## src/rtl/gcm_pkg.sv

```systemverilog
// Shared types and constants for the GCM length-block tracker.
// Latency: n/a (types, constants and elaboration-time helpers only).
// Backpressure: n/a.
package gcm_pkg;

  // Tracker phases: waiting, counting AAD, counting CT, presenting length block
  typedef enum logic [1:0] {
    ST_IDLE = 2'd0,
    ST_AAD  = 2'd1,
    ST_CT   = 2'd2,
    ST_EMIT = 2'd3
  } gcm_state_e;

  // Supported data-path widths in bytes per beat
  localparam int BEAT_BYTES_W4  = 4;
  localparam int BEAT_BYTES_W8  = 8;
  localparam int BEAT_BYTES_W16 = 16;

  // SP 800-38D plaintext/ciphertext limit: 2^36 - 32 bytes
  localparam logic [63:0] CT_MAX_BYTES_DFLT = 64'h0000_000F_FFFF_FFE0;

  // Length fields are between 32 and 64 bits wide
  localparam int LEN_W_MIN = 32;
  localparam int LEN_W_MAX = 64;

  function automatic logic beat_bytes_legal(input int b);
    return (b == BEAT_BYTES_W4) || (b == BEAT_BYTES_W8) || (b == BEAT_BYTES_W16);
  endfunction

  function automatic logic len_w_legal(input int w);
    return (w >= LEN_W_MIN) && (w <= LEN_W_MAX);
  endfunction

endpackage

```

## src/rtl/gcm_sat_cnt.sv

```systemverilog
// Saturating byte counter: clears, adds an increment, clamps at MAX and flags the clamp.
// Latency: count visible one cycle after the increment; cnt_nxt shows the pending value.
// Backpressure: none; the caller gates inc_en.
module gcm_sat_cnt #(
  parameter int             W   = 61,
  parameter int             IW  = 5,
  parameter logic [W-1:0]   MAX = '1
) (
  input  logic          clk,
  input  logic          rst_n,
  input  logic          clr,
  input  logic          inc_en,
  input  logic [IW-1:0] inc_val,
  output logic [W-1:0]  cnt_nxt,
  output logic          ovf
);

  logic [W-1:0] cnt_q;
  logic [W-1:0] cnt_d;
  logic [W:0]   inc_ext;
  logic [W:0]   sum;

  // Next count: clear wins, otherwise add and clamp at MAX instead of wrapping
  always_comb begin
    inc_ext          = '0;
    inc_ext[IW-1:0]  = inc_val;
    sum              = {1'b0, cnt_q} + inc_ext;
    cnt_d            = cnt_q;
    ovf              = 1'b0;
    if (clr) begin
      cnt_d = '0;
    end else if (inc_en) begin
      if (sum > {1'b0, MAX}) begin
        cnt_d = MAX;
        ovf   = 1'b1;
      end else begin
        cnt_d = sum[W-1:0];
      end
    end
  end

  assign cnt_nxt = cnt_d;

  // Count register, assigned every cycle
  always_ff @(posedge clk or negedge rst_n) begin
    if (!rst_n) begin
      cnt_q <= '0;
    end else begin
      cnt_q <= cnt_d;
    end
  end

endmodule

```

## src/rtl/gcm_len_tracker.sv

```systemverilog
// Counts AAD and CT bytes of one GCM message and emits the final {aad_bits, ct_bits} block.
// Latency: len_valid rises exactly one cycle after finish; block returns to IDLE one cycle after handshake.
// Backpressure: len_block/len_valid held until len_ready; beats are never stalled, protocol faults set err.
module gcm_len_tracker
  import gcm_pkg::*;
#(
  parameter int          BEAT_BYTES   = 16,
  parameter int          LEN_W        = 64,
  parameter logic [63:0] CT_MAX_BYTES = CT_MAX_BYTES_DFLT
) (
  input  logic                          clk,
  input  logic                          rst_n,
  input  logic                          start,
  input  logic                          aad_valid,
  input  logic                          ct_valid,
  input  logic [$clog2(BEAT_BYTES):0]   beat_bytes,
  input  logic                          finish,
  output logic                          len_valid,
  input  logic                          len_ready,
  output logic [2*LEN_W-1:0]            len_block,
  output logic                          busy,
  output logic                          err
);

  localparam int BB_W  = $clog2(BEAT_BYTES) + 1;
  // Byte counters are 3 bits narrower so that bytes<<3 fits a length field
  localparam int CNT_W = LEN_W - 3;
  localparam logic [63:0]     AAD_MAX64 = (64'd1 << CNT_W) - 64'd1;
  localparam logic [63:0]     CT_LIM64  = (CT_MAX_BYTES < AAD_MAX64) ? CT_MAX_BYTES : AAD_MAX64;
  localparam logic [BB_W-1:0] BEAT_MAX  = BB_W'(BEAT_BYTES);

  if (!beat_bytes_legal(BEAT_BYTES) || !len_w_legal(LEN_W)) begin : g_param_chk
    $error("gcm_len_tracker: BEAT_BYTES must be 4/8/16 and LEN_W 32..64");
  end

  gcm_state_e          state_q, state_d;
  logic                err_q, err_d;
  logic                busy_q, busy_d;
  logic                len_valid_q, len_valid_d;
  logic [2*LEN_W-1:0]  len_block_q, len_block_d;
  logic                aad_closed_q, aad_closed_d;
  logic                ct_closed_q, ct_closed_d;

  logic                cnt_clr;
  logic                aad_inc, ct_inc;
  logic                aad_close, ct_close;
  logic                beat_err;
  logic                beat_ok, beat_short;
  logic                counting;
  logic [CNT_W-1:0]    aad_nxt, ct_nxt;
  logic                aad_ovf, ct_ovf;

  assign counting   = (state_q == ST_AAD) || (state_q == ST_CT);
  assign beat_ok    = (beat_bytes != '0) && (beat_bytes <= BEAT_MAX);
  assign beat_short = (beat_bytes < BEAT_MAX);

  // Classify this cycle's beat: count it, close its phase, or flag a protocol error
  always_comb begin
    cnt_clr   = 1'b0;
    aad_inc   = 1'b0;
    ct_inc    = 1'b0;
    aad_close = 1'b0;
    ct_close  = 1'b0;
    beat_err  = 1'b0;
    if (start && (counting || (state_q == ST_IDLE))) begin
      cnt_clr = 1'b1;
    end else if (counting) begin
      if (aad_valid && ct_valid) begin
        beat_err = 1'b1;
      end else if (aad_valid) begin
        if (!beat_ok || (state_q == ST_CT) || aad_closed_q) begin
          beat_err = 1'b1;
        end else begin
          aad_inc   = 1'b1;
          aad_close = beat_short;
        end
      end else if (ct_valid) begin
        if (!beat_ok || ct_closed_q) begin
          beat_err = 1'b1;
        end else begin
          ct_inc   = 1'b1;
          ct_close = beat_short;
        end
      end
    end
  end

  gcm_sat_cnt #(
    .W   (CNT_W),
    .IW  (BB_W),
    .MAX (AAD_MAX64[CNT_W-1:0])
  ) u_aad_cnt (
    .clk     (clk),
    .rst_n   (rst_n),
    .clr     (cnt_clr),
    .inc_en  (aad_inc),
    .inc_val (beat_bytes),
    .cnt_nxt (aad_nxt),
    .ovf     (aad_ovf)
  );

  gcm_sat_cnt #(
    .W   (CNT_W),
    .IW  (BB_W),
    .MAX (CT_LIM64[CNT_W-1:0])
  ) u_ct_cnt (
    .clk     (clk),
    .rst_n   (rst_n),
    .clr     (cnt_clr),
    .inc_en  (ct_inc),
    .inc_val (beat_bytes),
    .cnt_nxt (ct_nxt),
    .ovf     (ct_ovf)
  );

  // Phase sequencing; the length block is captured from the post-beat counts on finish
  always_comb begin
    state_d      = state_q;
    err_d        = err_q;
    aad_closed_d = aad_closed_q;
    ct_closed_d  = ct_closed_q;
    len_valid_d  = len_valid_q;
    len_block_d  = len_block_q;
    unique case (state_q)
      ST_IDLE: begin
        if (start) begin
          state_d      = ST_AAD;
          err_d        = 1'b0;
          aad_closed_d = 1'b0;
          ct_closed_d  = 1'b0;
        end
      end
      ST_AAD, ST_CT: begin
        if (start) begin
          state_d      = ST_AAD;
          err_d        = 1'b0;
          aad_closed_d = 1'b0;
          ct_closed_d  = 1'b0;
        end else begin
          err_d = err_q | beat_err | aad_ovf | ct_ovf;
          if (aad_close) aad_closed_d = 1'b1;
          if (ct_close)  ct_closed_d  = 1'b1;
          if (ct_inc)    state_d      = ST_CT;
          if (finish) begin
            state_d     = ST_EMIT;
            len_valid_d = 1'b1;
            len_block_d = {aad_nxt, 3'b000, ct_nxt, 3'b000};
          end
        end
      end
      ST_EMIT: begin
        if (len_ready) begin
          state_d     = ST_IDLE;
          len_valid_d = 1'b0;
          len_block_d = '0;
        end
      end
      default: begin
        state_d = ST_IDLE;
      end
    endcase
    busy_d = (state_d != ST_IDLE);
  end

  // Control and output registers
  always_ff @(posedge clk or negedge rst_n) begin
    if (!rst_n) begin
      state_q      <= ST_IDLE;
      err_q        <= 1'b0;
      busy_q       <= 1'b0;
      len_valid_q  <= 1'b0;
      len_block_q  <= '0;
      aad_closed_q <= 1'b0;
      ct_closed_q  <= 1'b0;
    end else begin
      state_q      <= state_d;
      err_q        <= err_d;
      busy_q       <= busy_d;
      len_valid_q  <= len_valid_d;
      len_block_q  <= len_block_d;
      aad_closed_q <= aad_closed_d;
      ct_closed_q  <= ct_closed_d;
    end
  end

  assign len_valid = len_valid_q;
  assign len_block = len_block_q;
  assign busy      = busy_q;
  assign err       = err_q;

endmodule

```

## config.mk

```make
export PLATFORM = sky130hd
export DESIGN_NAME = gcm_len_tracker
export DESIGN_NICKNAME = d
export VERILOG_FILES = /design/src/rtl/gcm_pkg.sv /design/src/rtl/gcm_sat_cnt.sv /design/src/rtl/gcm_len_tracker.sv
export SDC_FILE = /design/constraint.sdc
export NUM_CORES = 1
export LEC_CHECK = 0
export CELL_PAD_IN_SITES_DETAIL_PLACEMENT = 1
export CELL_PAD_IN_SITES_GLOBAL_PLACEMENT = 1
export CORE_ASPECT_RATIO = 2
export CORE_MARGIN = 5
export CORE_UTILIZATION = 30
export CTS_BUF_LIST = sky130_fd_sc_hd__clkbuf_16
export CTS_CLUSTER_SIZE = 20
export DETAILED_ROUTE_END_ITERATION = 8
export PLACE_DENSITY = 0.56
export SETUP_SLACK_MARGIN = 0.5
export SLEW_MARGIN = 25
export SYNTH_ARGS = -nofsm -noshare
export SYNTH_HDL_FRONTEND = slang
export SYNTH_SLANG_ARGS = --single-unit
export TNS_END_PERCENT = 10
```

## constraint.sdc

```tcl
create_clock -name clk -period 5.34 [get_ports clk]
set_clock_uncertainty 0.2 [all_clocks]
set_input_delay 0.801 -clock clk [delete_from_list [all_inputs] [get_ports clk]]
set_output_delay 0.801 -clock clk [all_outputs]
set_load 0.05 [all_outputs]
```

==> impl_results.md <==
* Status: finished clean
* Initial drt markers at 798
* Chip height at between 300 and 400 um
* Detailed placer's ending HPWL at approximately 38000 um
* Clk sinks at ~250
* Max Transition Viols Final at 0
* Vias in the first global route at 14000
* Drt via density at roughly 5.7
* Io pins at around 140
* Final Core Density at 0.371
* Async SR Flop Fraction at 1.00
* Number of flops mapped to enable cells by yosys at 0
* Post-synthesis sequential area ratio at 0.458
* Drt drc at 0
* Vias post-DR at between 10000 and 15000
* Detailed Routing Iterations Pass 1 at 5
* Setup violations, final at 0
* Total core area at 45600 sq um
* RSZ-0062 raised after global routing: yes
* Clock transition at path regs at around 0.060 ns
* Initial antenna violation count at 0
* Synth Warn # at 0
* Crit Path Max Fanout at 3
* GP Congestion at approximately 0.89
* Max clock buf depth at 3
* CTS tree: built
* Min-Delay Path Class: reg2reg
* Largest net degree at the start of global routing at 130
* Fin crit period at between 4 and 5 ns
* Share of the synthesized area in the top cell type at 0.458
* R2r endpoint: len_block[33]
* Later-pin clock latency in the skew report at approximately 0.56 ns
* Met2 Routed Length at 25400 um
* Critical path required time at ~5.6 ns
* Cell taking the most area after synthesis: dfrtp_1
* Multi-input gate area at slightly below 7000 sq um
* Worst setup path category: in2reg
* Primary FF master, synth: dfrtp_1
* Critical Path Source Type: input port
* Routed WL per cell at approximately 24 um
* Fillers at between 5000 and 6000
* Die area at slightly above 50000 sq um
* Top post-synthesis cells by area: dfrtp_1 (46%), nand2_1 (4.6%), o21ai_0 (4.4%)
* Top cells by count, synth: dfrtp_1 (251), nand2_1 (169), nor2_1 (137), o21ai_0 (122), clkbuf_1 (94)
* Reg area at around 6300 sq um
* FF-to-FF Start: u_ct_cnt.cnt_q[19]
* Root buf cell: clkbuf_16
* #FFs+latches synth at between 200 and 300
* Worst VDD drop at about 0.00032 V
* Netlist cell types at 83
* Cells after Synth at between 1500 and 2000
* Antenna cells at 0
* Reg2Reg Setup Slack at about 0.79 ns
* Final Hold Viols at 0
* PwrDens at 305 nW/um^2
* Starting Density at 0.301
* Inserted Clock Buffers at 27
* Post-route ant nets at 0
* CP Data Arrival Time at ~5 ns
* Total GRT Usage at 0.211
* Worst relative slew slack at 0.360
* WL final at between 50000 and 60000 um
* Cell Area, Placed at between 15000 and 20000 sq um
* Most common cell in the netlist: dfrtp_1
* # Max-Cap Violations at 0
* Hold slack at about 0.28 ns
* Nets@finish at 1724
* Hold_sp: len_block[120]
* CP endpoint kind: flop
* FP Rows at roughly 110
* Worst Reg-to-Reg Cells at 11
* First-pass GRT wire length at roughly 85000 um
* M1 WL at between 20000 and 30000 um
* Layout cells sized above 1 at 0.0916
* Top Layer Used: met4
* Met3 wire length at roughly 2600 um
* Grt total ovfl at 0
* Post-Syn Area at 13700 sq um
* Buffers on Ports at roughly 140
* H-tree depth at 1
* Final Cell Area at around 17000 sq um
* P_leak at 6.85 nW
* Syn-to-layout area delta at 23.0%
* Fmax at between 0.2 and 0.25 GHz
* Slew @ Worst Pin at roughly 0.96 ns
* Final worst-path cycle share at 0.892
* Die Wd at around 160 um
* Hold Path Stages at 2
* Hold path endpoint: len_block[120]
* Syn Area/Cell at between 8 and 9 sq um
-- power by group --
group,internal (mW),total (mW),switching [mW]
logic,0.267,1.24,0.977
clock network,1.07,1.90,0.839
registers,1.96,2.00,0.0446
-- per-layer routing --
metal | global-route usage | vias to the layer above
li1 | - | 5982
met2 | 0.349 | 344
met3 | 0.0270 | 55
met5 | 0 | -
met1 | 0.295 | 6632
met4 | 0.0536 | 0
-- worst max-delay path by stage --
| stage | start | endpoint | slack, ns | cells past startpoint |
|---|---|---|---|---|
| detailed placement | beat_bytes[0] | len_block[37] | -0.11 | 16 |
| global placement | beat_bytes[0] | len_block[33] | 0.02 | 16 |
| floorplan | beat_bytes[0] | len_block[22] | 0.97 | 13 |
| CTS | beat_bytes[0] | len_block[5] | 0.56 | 14 |
| global route | beat_bytes[0] | len_block[9] | 0.46 | 17 |
| finish | beat_bytes[0] | len_block[33] | 0.58 | 16 |
-- what timing repair did --
action | 4_1_cts | 5_1_grt
endpoints found under the hold margin | 49 | 0
resized for setup | 1 | 7
endpoints found under the setup margin | 4 | 70
setup buffers | 0 | 3
pin swaps | 0 | 1
hold buffers | 1 | 0
-- logic make-up after synthesis --
kind of cell               Yosys count  share of synthesized area
AOI/OAI and AO/OA                  403                      0.193
xor gates and xnor gates            37                     0.0236
adders and majority gates           16                     0.0157
buffers and inverters              158                     0.0464
DFF                                251                      0.458
muxes                               11                    0.00829
other                                1                   0.000273
and+or+nand+nor                    686                      0.256
-- sequential cells by signal, summed over array words and instances (netlist names) --
signal / cells
aad_closed_q: 1
u_ct_cnt.cnt_q: 61
busy: 1
len_valid: 1
ct_closed_q: 1
err: 1
state_q: 2
u_aad_cnt.cnt_q: 61
len_block: 122
-- placed cells by master (no fill, tap or decap), drive strengths merged, types with 29 or more instances in the layout --
cell / count
nand3: 93
a21oi: 78
nand2: 170
buf: 81
clkdlybuf4s50: 135
a22o: 29
nand4: 40
dfrtp: 251
and3: 53
inv: 46
nor3: 66
o21ai: 134
nor2: 137
nor4: 39
-- worst max-delay path, stage by stage --
cell and delay [ns]:
clkdlybuf4s50_1 0.52, ha_1 0.21, fa_1 0.24, a21oi_1 0.11, buf_4 0.15, o22a_1 0.25
buf_4 0.18, nor4_2 0.35, mux2i_1 0.33, nand2_1 0.09, or4_1 0.51, nor4_2 0.33
buf_4 0.17, nand2_1 0.19, o41ai_1 0.45, a31oi_1 0.11
-- per-stage QoR --
step | std cells | TNS (ns) | power, mW | setup slack, ns
after global routing | 2279 | 0 | 5.38 | 0.458
after detailed placement | 2228 | -0.782 | 3.29 | -0.110
final | 2279 | 0 | 5.15 | 0.577
after CTS | 2276 | 0 | 5.23 | 0.557
after floorplan | 1568 | 0 | 2.78 | 0.968
after global placement | 2228 | 0 | 3.26 | 0.0229
-- layout make-up --
type / instances / share of cell area
clock buffers: 27 / 0.0400
clock inverters: 20 / 0.0109
inverters: 40 / 0.00889
multi-input cells: 1159 / 0.408
flip-flops and latches: 251 / 0.372
well taps: 565 / 0.0419
repair buffers: 217 / 0.118
Power figures use the tool's default switching activity.
